--- config.mk ---
export PLATFORM = sky130hd
export DESIGN_NAME = flit_serializer
export DESIGN_NICKNAME = d
export VERILOG_FILES = /design/src/rtl/flit_serializer.sv
export SDC_FILE = /design/constraint.sdc
export NUM_CORES = 1
export LEC_CHECK = 0
export ABC_CLOCK_PERIOD_IN_PS = 7600
export BUFFER_PORTS_ARGS = -buffer_cell sky130_fd_sc_hd__buf_4
export CAP_MARGIN = 25
export CORE_MARGIN = 4
export CORE_UTILIZATION = 50
export CTS_CLUSTER_DIAMETER = 100
export DETAILED_ROUTE_END_ITERATION = 16
export PLACE_DENSITY = 0.78
export SLEW_MARGIN = 30
export SYNTH_ARGS = -nofsm -noshare
export SYNTH_HDL_FRONTEND = slang
export SYNTH_SLANG_ARGS = --single-unit
--- constraint.sdc ---
create_clock -name clk -period 7.6 [get_ports clk]
set_input_delay 1.52 -clock clk [delete_from_list [all_inputs] [get_ports clk]]
set_output_delay 1.52 -clock clk [all_outputs]
set_load 0.01 [all_outputs]
--- src/rtl/flit_serializer.sv ---
// flit_serializer: turns one parallel 6-flit packet into a continuous 16-bit flit stream,
// with a slot counter that stays in step with the downstream extractor.
module flit_serializer #(
   parameter logic [15:0] IDLE_FLIT = 16'h0000,
   parameter int          CNT_WIDTH = 16
) (
   input  logic                 clk,
   input  logic                 rst,
   input  logic                 i_valid,
   output logic                 o_ready,
   input  logic [15:0]          i_head,
   input  logic [15:0]          i_body_1,
   input  logic [15:0]          i_body_2,
   input  logic [15:0]          i_body_3,
   input  logic [15:0]          i_body_4,
   input  logic [15:0]          i_tail,
   output logic [15:0]          o_flit,
   output logic                 o_sof,
   output logic                 o_busy,
   output logic [CNT_WIDTH-1:0] o_pkt_count
);
   logic [2:0]  r_slot;
   logic [15:0] frame [1:5];
   logic [15:0] pend [0:5];
   logic        pend_v;
   logic [15:0] in_pkt [0:5];
   logic [15:0] src [0:5];
   logic        boundary;
   logic        accept;
   assign boundary = r_slot == 3'd5;
   assign o_ready  = !pend_v || boundary;
   assign accept   = i_valid && o_ready;
   always_comb begin
      in_pkt[0] = i_head;
      in_pkt[1] = i_body_1;
      in_pkt[2] = i_body_2;
      in_pkt[3] = i_body_3;
      in_pkt[4] = i_body_4;
      in_pkt[5] = i_tail;
      // pending packet wins over a fresh offer, which wins over an idle frame
      for (int k = 0; k < 6; k++)
         src[k] = pend_v ? pend[k] : i_valid ? in_pkt[k] : IDLE_FLIT;
   end
   always_ff @(posedge clk) begin
      if (rst) begin
         r_slot      <= 3'd0;
         o_flit      <= IDLE_FLIT;
         o_sof       <= 1'b1;
         o_busy      <= 1'b0;
         o_pkt_count <= '0;
         pend_v      <= 1'b0;
         for (int k = 1; k < 6; k++) frame[k] <= IDLE_FLIT;
      end else begin
         if (accept)
            for (int k = 0; k < 6; k++) pend[k] <= in_pkt[k];
         if (boundary) begin
            r_slot <= 3'd0;
            o_sof  <= 1'b1;
            o_flit <= src[0];
            o_busy <= pend_v || i_valid;
            pend_v <= pend_v && i_valid;
            for (int k = 1; k < 6; k++) frame[k] <= src[k];
            if (o_busy) o_pkt_count <= o_pkt_count + 1'b1;
         end else begin
            r_slot <= r_slot + 3'd1;
            o_sof  <= 1'b0;
            o_flit <= frame[r_slot + 3'd1];
            pend_v <= pend_v || accept;
         end
      end
   end
endmodule

==> impl_metrics.csv, run 1 <==
group,metric,value,unit
sta,fin_crit_sh,50.3,%
synth,synth.avg_cell_area,14.2,µm²
power_and_ir_drop,p_per_area,252,nW/µm²
placed_design,hpwl,12800,µm
drt,wl_per_cell,20.8,µm
drt,antenna_left,0,
layout,seq_area,6050,µm²
synth,synth-edff-count,176,
layout,postLayoutCoreUtil,62.9,%
global_routing,met1_usage,27.6,%
sta,totalNegativeSetupSlack,0,ns
clocking,clockBufferDepth,3,
sta,period_minus_slack,3.83,ns
synth,ys_seq_elements,214,
synth,syn_inst,605,
drt,wirelength,19900,µm
synth,netlist_top_cells_area,"edfxtp_1 (62%), dfxtp_1 (8.9%), a22oi_1 (7.0%)",
floorplanning,core-area,16700,µm²
layout,final_cells,959,
clocking,cts-root-buf,"clkbuf_16",
synth,ys_seq_area_share,70.6,%
floorplanning,die_y,139,µm
floorplanning,initial_core_util,51.3,%
placed_design,dpl_cell_area,9720,µm²
clocking,clk_latency,0.49,ns
sta,tightest_slew,0.830,ns
layout,fin_nets,825,
drt,drt_iter0_drc,607,
sta,clock.fmax,261,MHz
clocking,cts_max_level,1,
setup_path,critical_path.max_fanout,36,
layout,drive_gt1_share,26.9,%
synth,ys.warnings.count,0,
drt,first_pass_iters,5,
setup_path,worstPathRequired,6.08,ns
sta,setup_violations,0,
synth,yosysTopAreaCell,"edfxtp_1",
sta,slew_headroom,44.6,%
drt,drc_errors,0,
floorplanning,rows,47,
setup_path,critPathLaunchType,"flip-flop",
global_routing,grt_usage,20.1,%
clocking,cts_buffers,22,
global_routing,first_global_vias,5745,
synth,syn_area,8560,µm²
clocking,hold_buffers,0,
global_routing,use_met3,3.90,%
drt,vias_per_cell,5.96,
synth,yosysMostFrequentCell,"edfxtp_1",
placed_design,dp_cells,916,
run,max_cap_viol_count,0,
sta,whs,0.492,ns
synth,async_flop_share,0,%
clocking,cts_resized,0,
layout,nFillCells,1243,
setup_path,critPathCaptureType,"primary output",
sta,hold_viol_final,0,
floorplanning,dieArea,19300,µm²
sta,rsz0062_at_grt,"no",
placed_design,gp_congestion,0.792,
drt,vias,5713,
synth,synth_ff_type,"edfxtp_1",
floorplanning,die_w,139,µm
power_and_ir_drop,vdd_drop_max,194,µV
clocking,cts.clk_slew.worst_paths,0.06,ns
global_routing,grt-busiest-layer,"met2",
layout,antenna_cells,0,
setup_path,arrival,2.31,ns
global_routing,grt_max_degree,102,
synth,yosys-top-cells-count,"edfxtp_1 (176), nor2_1 (93), a22oi_1 (80), dfxtp_1 (38), mux2i_1 (32)",
layout,multiInputGateArea,2330,µm²
worst_hold_path,hold_class,"reg2reg",
global_routing,grt_overflow_total,0,
global_routing,met2_usage,32.9,%
synth,syn_nets,707,
global_routing,antenna_found_initial,0,
layout,fin_area,10500,µm²
placed_design,numPortBuffers,133,
setup_path,path_class,"reg2out",
run_status,outcome,"finished, final reports clean",
global_routing,grt_pass1_wl,31500,µm
floorplanning,io_pins,134,
layout,syn2layout_area_growth,22.6,%
clocking,cts_tree,"yes",
synth,synth_top_area_share,61.7,%
synth,synth.distinct_cells,39,
clocking,cts_sinks,214,
sta,slew_violations,0,
setup_path,r2r_slack,4.15,ns
power_and_ir_drop,p_leak,3.88,nW
clocking,cts_setup_buffers,0,
sta,fin_worst_skew,0.00666,ns
## metal layers
layer	wire, µm	vias to the layer above
li1	-	2596
met3	1440	33
met5	0	-
met4	442	0
met2	9640	269
met1	8390	2815
## cells in the final DEF (no fill, tap or decap), drive strengths merged, types with 6 or more instances in the layout
master / count
edfxtp: 176
clkbuf: 32
mux2i: 32
a21oi: 9
dfxtp: 38
a221oi: 15
xor2: 6
nand3: 8
a2111oi: 15
mux2: 16
nand2: 10
o21ai: 6
nor2: 93
and3: 16
clkinv: 7
buf: 141
a22oi: 80
## registers in the layout (all words and copies together) (netlist names)
name and cells:
frame 80, o_busy 1, o_flit 16, o_pkt_count 16, o_sof 1, pend 96
pend_v 1, r_slot 3
## cells by family (layout without fill, tap and decap cells)
group / Yosys count / in the layout / share of synthesized area, %
adders and majority gates: 3 / 3 / 0.438
buffers and inverters: 50 / 184 / 2.53
AOI/OAI and AO/OA: 131 / 131 / 11.5
xor gates and xnor gates: 9 / 9 / 1.01
muxes: 48 / 48 / 5.84
DFF: 214 / 214 / 70.6
and+or+nand+nor: 150 / 150 / 8.09
## where the power goes
| group | switching [mW] | internal (mW) |
|---|---|---|
| registers | 0.0291 | 1.33 |
| logic | 0.131 | 0.111 |
| clock network | 0.428 | 0.619 |
## critical path: stages (launching register included)
cell,delay [ns]
dfxtp_2,0.72
buf_16,0.24
ha_2,0.22
nand2_1,0.06
buf_4,0.25
nand2_1,0.16
buf_4,0.15
## worst paths after layout
path | from | endpoint | cells after the start
min | o_pkt_count[15]$_SDFFE_PP0P_ | o_pkt_count[15]$_SDFFE_PP0P_ | 2
max reg2reg | r_slot[0]$_SDFF_PP0_ | pend[2][0]$_DFFE_PP_ | 7
min reg2reg | o_pkt_count[15]$_SDFFE_PP0P_ | o_pkt_count[15]$_SDFFE_PP0P_ | 2
max | r_slot[0]$_SDFF_PP0_ | o_ready | 6
## through the flow
step / total power [mW] / setup slack, ns
global placement: 1.60 / 3.92
floorplan: 1.50 / 3.11
finish: 2.64 / 3.77
detailed placement: 1.61 / 3.71
global route: 2.73 / 3.69
CTS: 2.65 / 3.57
## layout make-up
class,instances,area share [%]
Timing Repair Buffer,141,10.8
Clock inverter,8,0.572
Multi-Input combinational cell,341,22.2
Clock buffer,32,6.12
Sequential cell,214,57.6
Inverter,3,0.107
Tap cell,220,2.62
Power figures use the tool's default switching activity.
==> run 2: changes to the inputs <==
Settings changed: ABC_CLOCK_PERIOD_IN_PS 7600 to 3400, PLACE_DENSITY 0.78 to 0.81.
Clock period 7.6 ns to 3.4 ns, I/O delays scaled along.
==> run 2 against run 1 <==
Effect of this change:
- global-route usage grew 0.17 points
- via count shrank 1.2%
- flip-flop and latch count is the same
- worst hold slack lost 0.12 ns
- final cell count grew 0.63%
- final area grew 0.21%
- utilization grew 0.13 points
- routed wire length grew 0.66%
- critical endpoint is now o_flit[3]$_SDFF_PP0_
- largest power group unchanged
==> impl_metrics.csv, run 2 (same netlist as run 1, synthesis figures left out) <==
group,metric,value,unit
run_status,outcome,"finished, final reports clean",
layout,fin_nets,831,
floorplanning,die_y,139,µm
sta,whs,0.370,ns
placed_design,hpwl,13400,µm
layout,largest-register,"pend",
global_routing,grt_max_degree,67,
layout,layout_common_cells,"edfxtp_1 (176), buf_4 (145), nor2_1 (93)",
drt,antenna_left,0,
run,max_cap_viol_count,0,
drt,drt_iter0_drc,643,
clocking,cts_setup_buffers,0,
layout,postLayoutCoreUtil,63.0,%
sta,fin_crit_sh,71.5,%
sta,slew_violations,0,
floorplanning,initial_core_util,51.3,%
global_routing,use_met3,3.83,%
setup_path,critPathSlowestCell,"a2111oi_0",
global_routing,grt_pass1_wl,31600,µm
sta,totalNegativeSetupSlack,0,ns
sta,setup_violations,0,
drt,wirelength,20000,µm
drt,first_pass_iters,5,
floorplanning,io_pins,134,
clocking,cts_sinks,214,
clocking,cts-root-buf,"clkbuf_16",
drt,drc_errors,0,
sta,hold_viol_final,0,
layout,drive_gt1_share,27.7,%
drt,vias_per_cell,5.85,
floorplanning,rows,47,
floorplanning,dieArea,19300,µm²
sta,fin_worst_skew,0.0145,ns
layout,syn2layout_area_growth,22.9,%
power_and_ir_drop,p_leak,3.90,nW
layout,antenna_cells,0,
setup_path,worstPathRequired,3.70,ns
drt,vias,5642,
layout,seq_area,6050,µm²
layout,largest_reg_flops,96,
sta,slew_headroom,47.0,%
sta,period_minus_slack,2.43,ns
setup_path,critPathCaptureType,"flip-flop",
layout,reg_top3,"pend (96), frame (80)",
setup_path,critPathLaunchType,"flip-flop",
worst_hold_path,hold_class,"in2reg",
power_and_ir_drop,p_per_area,567,nW/µm²
clocking,cts_max_level,1,
placed_design,gp_congestion,0.806,
sta,clock.fmax,411,MHz
global_routing,grt_usage,20.3,%
clocking,clockBufferDepth,3,
floorplanning,core-area,16700,µm²
setup_path,slowest_delay,0.71,ns
layout,nFillCells,1216,
drt,wl_per_cell,20.8,µm
global_routing,antenna_found_initial,0,
clocking,clk_latency,0.49,ns
global_routing,grt_overflow_total,0,
clocking,cts_buffers,22,
clocking,hold_buffers,0,
setup_path,path_class,"reg2reg",
global_routing,first_global_vias,5755,
sta,tightest_slew,0.776,ns
clocking,cts_tree,"yes",
sta,rsz0062_at_grt,"no",
floorplanning,die_w,139,µm
clocking,cts_resized,0,
clocking,cts.clk_slew.worst_paths,0.07,ns
global_routing,grt-busiest-layer,"met2",
placed_design,numPortBuffers,133,
layout,layout_commonest_cell,"edfxtp_1",
placed_design,place_ws,0.695,ns
global_routing,met2_usage,33.2,%
power_and_ir_drop,vdd_drop_max,344,µV
setup_path,worstPathCellList,"ha_1, xor2_2, nor2_1, buf_4, a2111oi_0",
layout,multiInputGateArea,2320,µm²
global_routing,met1_usage,28.2,%
sta,fin_ws,0.968,ns
setup_path,arrival,2.73,ns
setup_path,critical_path.max_fanout,18,
## run 2: final timing paths
kind | from | endpoint | slack, ns | depth (start not counted)
worst min register to register | o_pkt_count[15]$_SDFFE_PP0P_ | o_pkt_count[15]$_SDFFE_PP0P_ | 0.49 | 2
worst max register to register | r_slot[0]$_SDFF_PP0_ | o_flit[3]$_SDFF_PP0_ | 0.97 | 5
worst max-delay path | r_slot[0]$_SDFF_PP0_ | o_flit[3]$_SDFF_PP0_ | 0.97 | 5
worst min-delay path | i_body_2[4] | pend[2][4]$_DFFE_PP_ | 0.37 | 1
## run 2: cell type report
| type | instances | area share [%] |
|---|---|---|
| clock buffers | 27 | 5.80 |
| repair buffers | 147 | 10.7 |
| flip-flops and latches | 214 | 57.5 |
| clock inverters | 13 | 1.17 |
| inverters | 3 | 0.107 |
| well taps | 220 | 2.62 |
| multi-input cells | 341 | 22.1 |
## run 2: critical path: cells and delay by family (launching register included)
| kind | cells | cell delay (ns) |
|---|---|---|
| AOI/OAI and AO/OA | 1 | 0.71 |
| and+or+nand+nor | 1 | 0.11 |
| xor gates and xnor gates | 1 | 0.62 |
| DFF | 1 | 0.33 |
| adders and majority gates | 1 | 0.23 |
| buffers and inverters | 1 | 0.24 |
## run 2: power by group
group          total [mW]  internal (mW)  leakage (nW)  switching, mW
logic               0.547          0.244          1.52          0.303
clock network        2.40           1.43         0.355          0.971
registers            3.02           2.96          2.03         0.0550
total                5.97           4.64          3.90           1.33
## run 2: stage by stage
| stage | std cells | power [mW] | cell area (µm²) |
|---|---|---|---|
| 3_3_place_gp | 924 | 3.59 | 9770 |
| 5_1_grt | 965 | 6.17 | 10500 |
| 3_5_place_dp | 924 | 3.61 | 9770 |
| 2_1_floorplan | 605 | 3.35 | 8570 |
| 6_report | 965 | 5.97 | 10500 |
| 4_1_cts | 964 | 6.00 | 10500 |
## run 2: layer usage
metal / routed length (µm) / up-vias
li1: - / 2604
met1: 8340 / 2739
met2: 9950 / 267
met3: 1390 / 32
met4: 378 / 0
met5: 0 / -
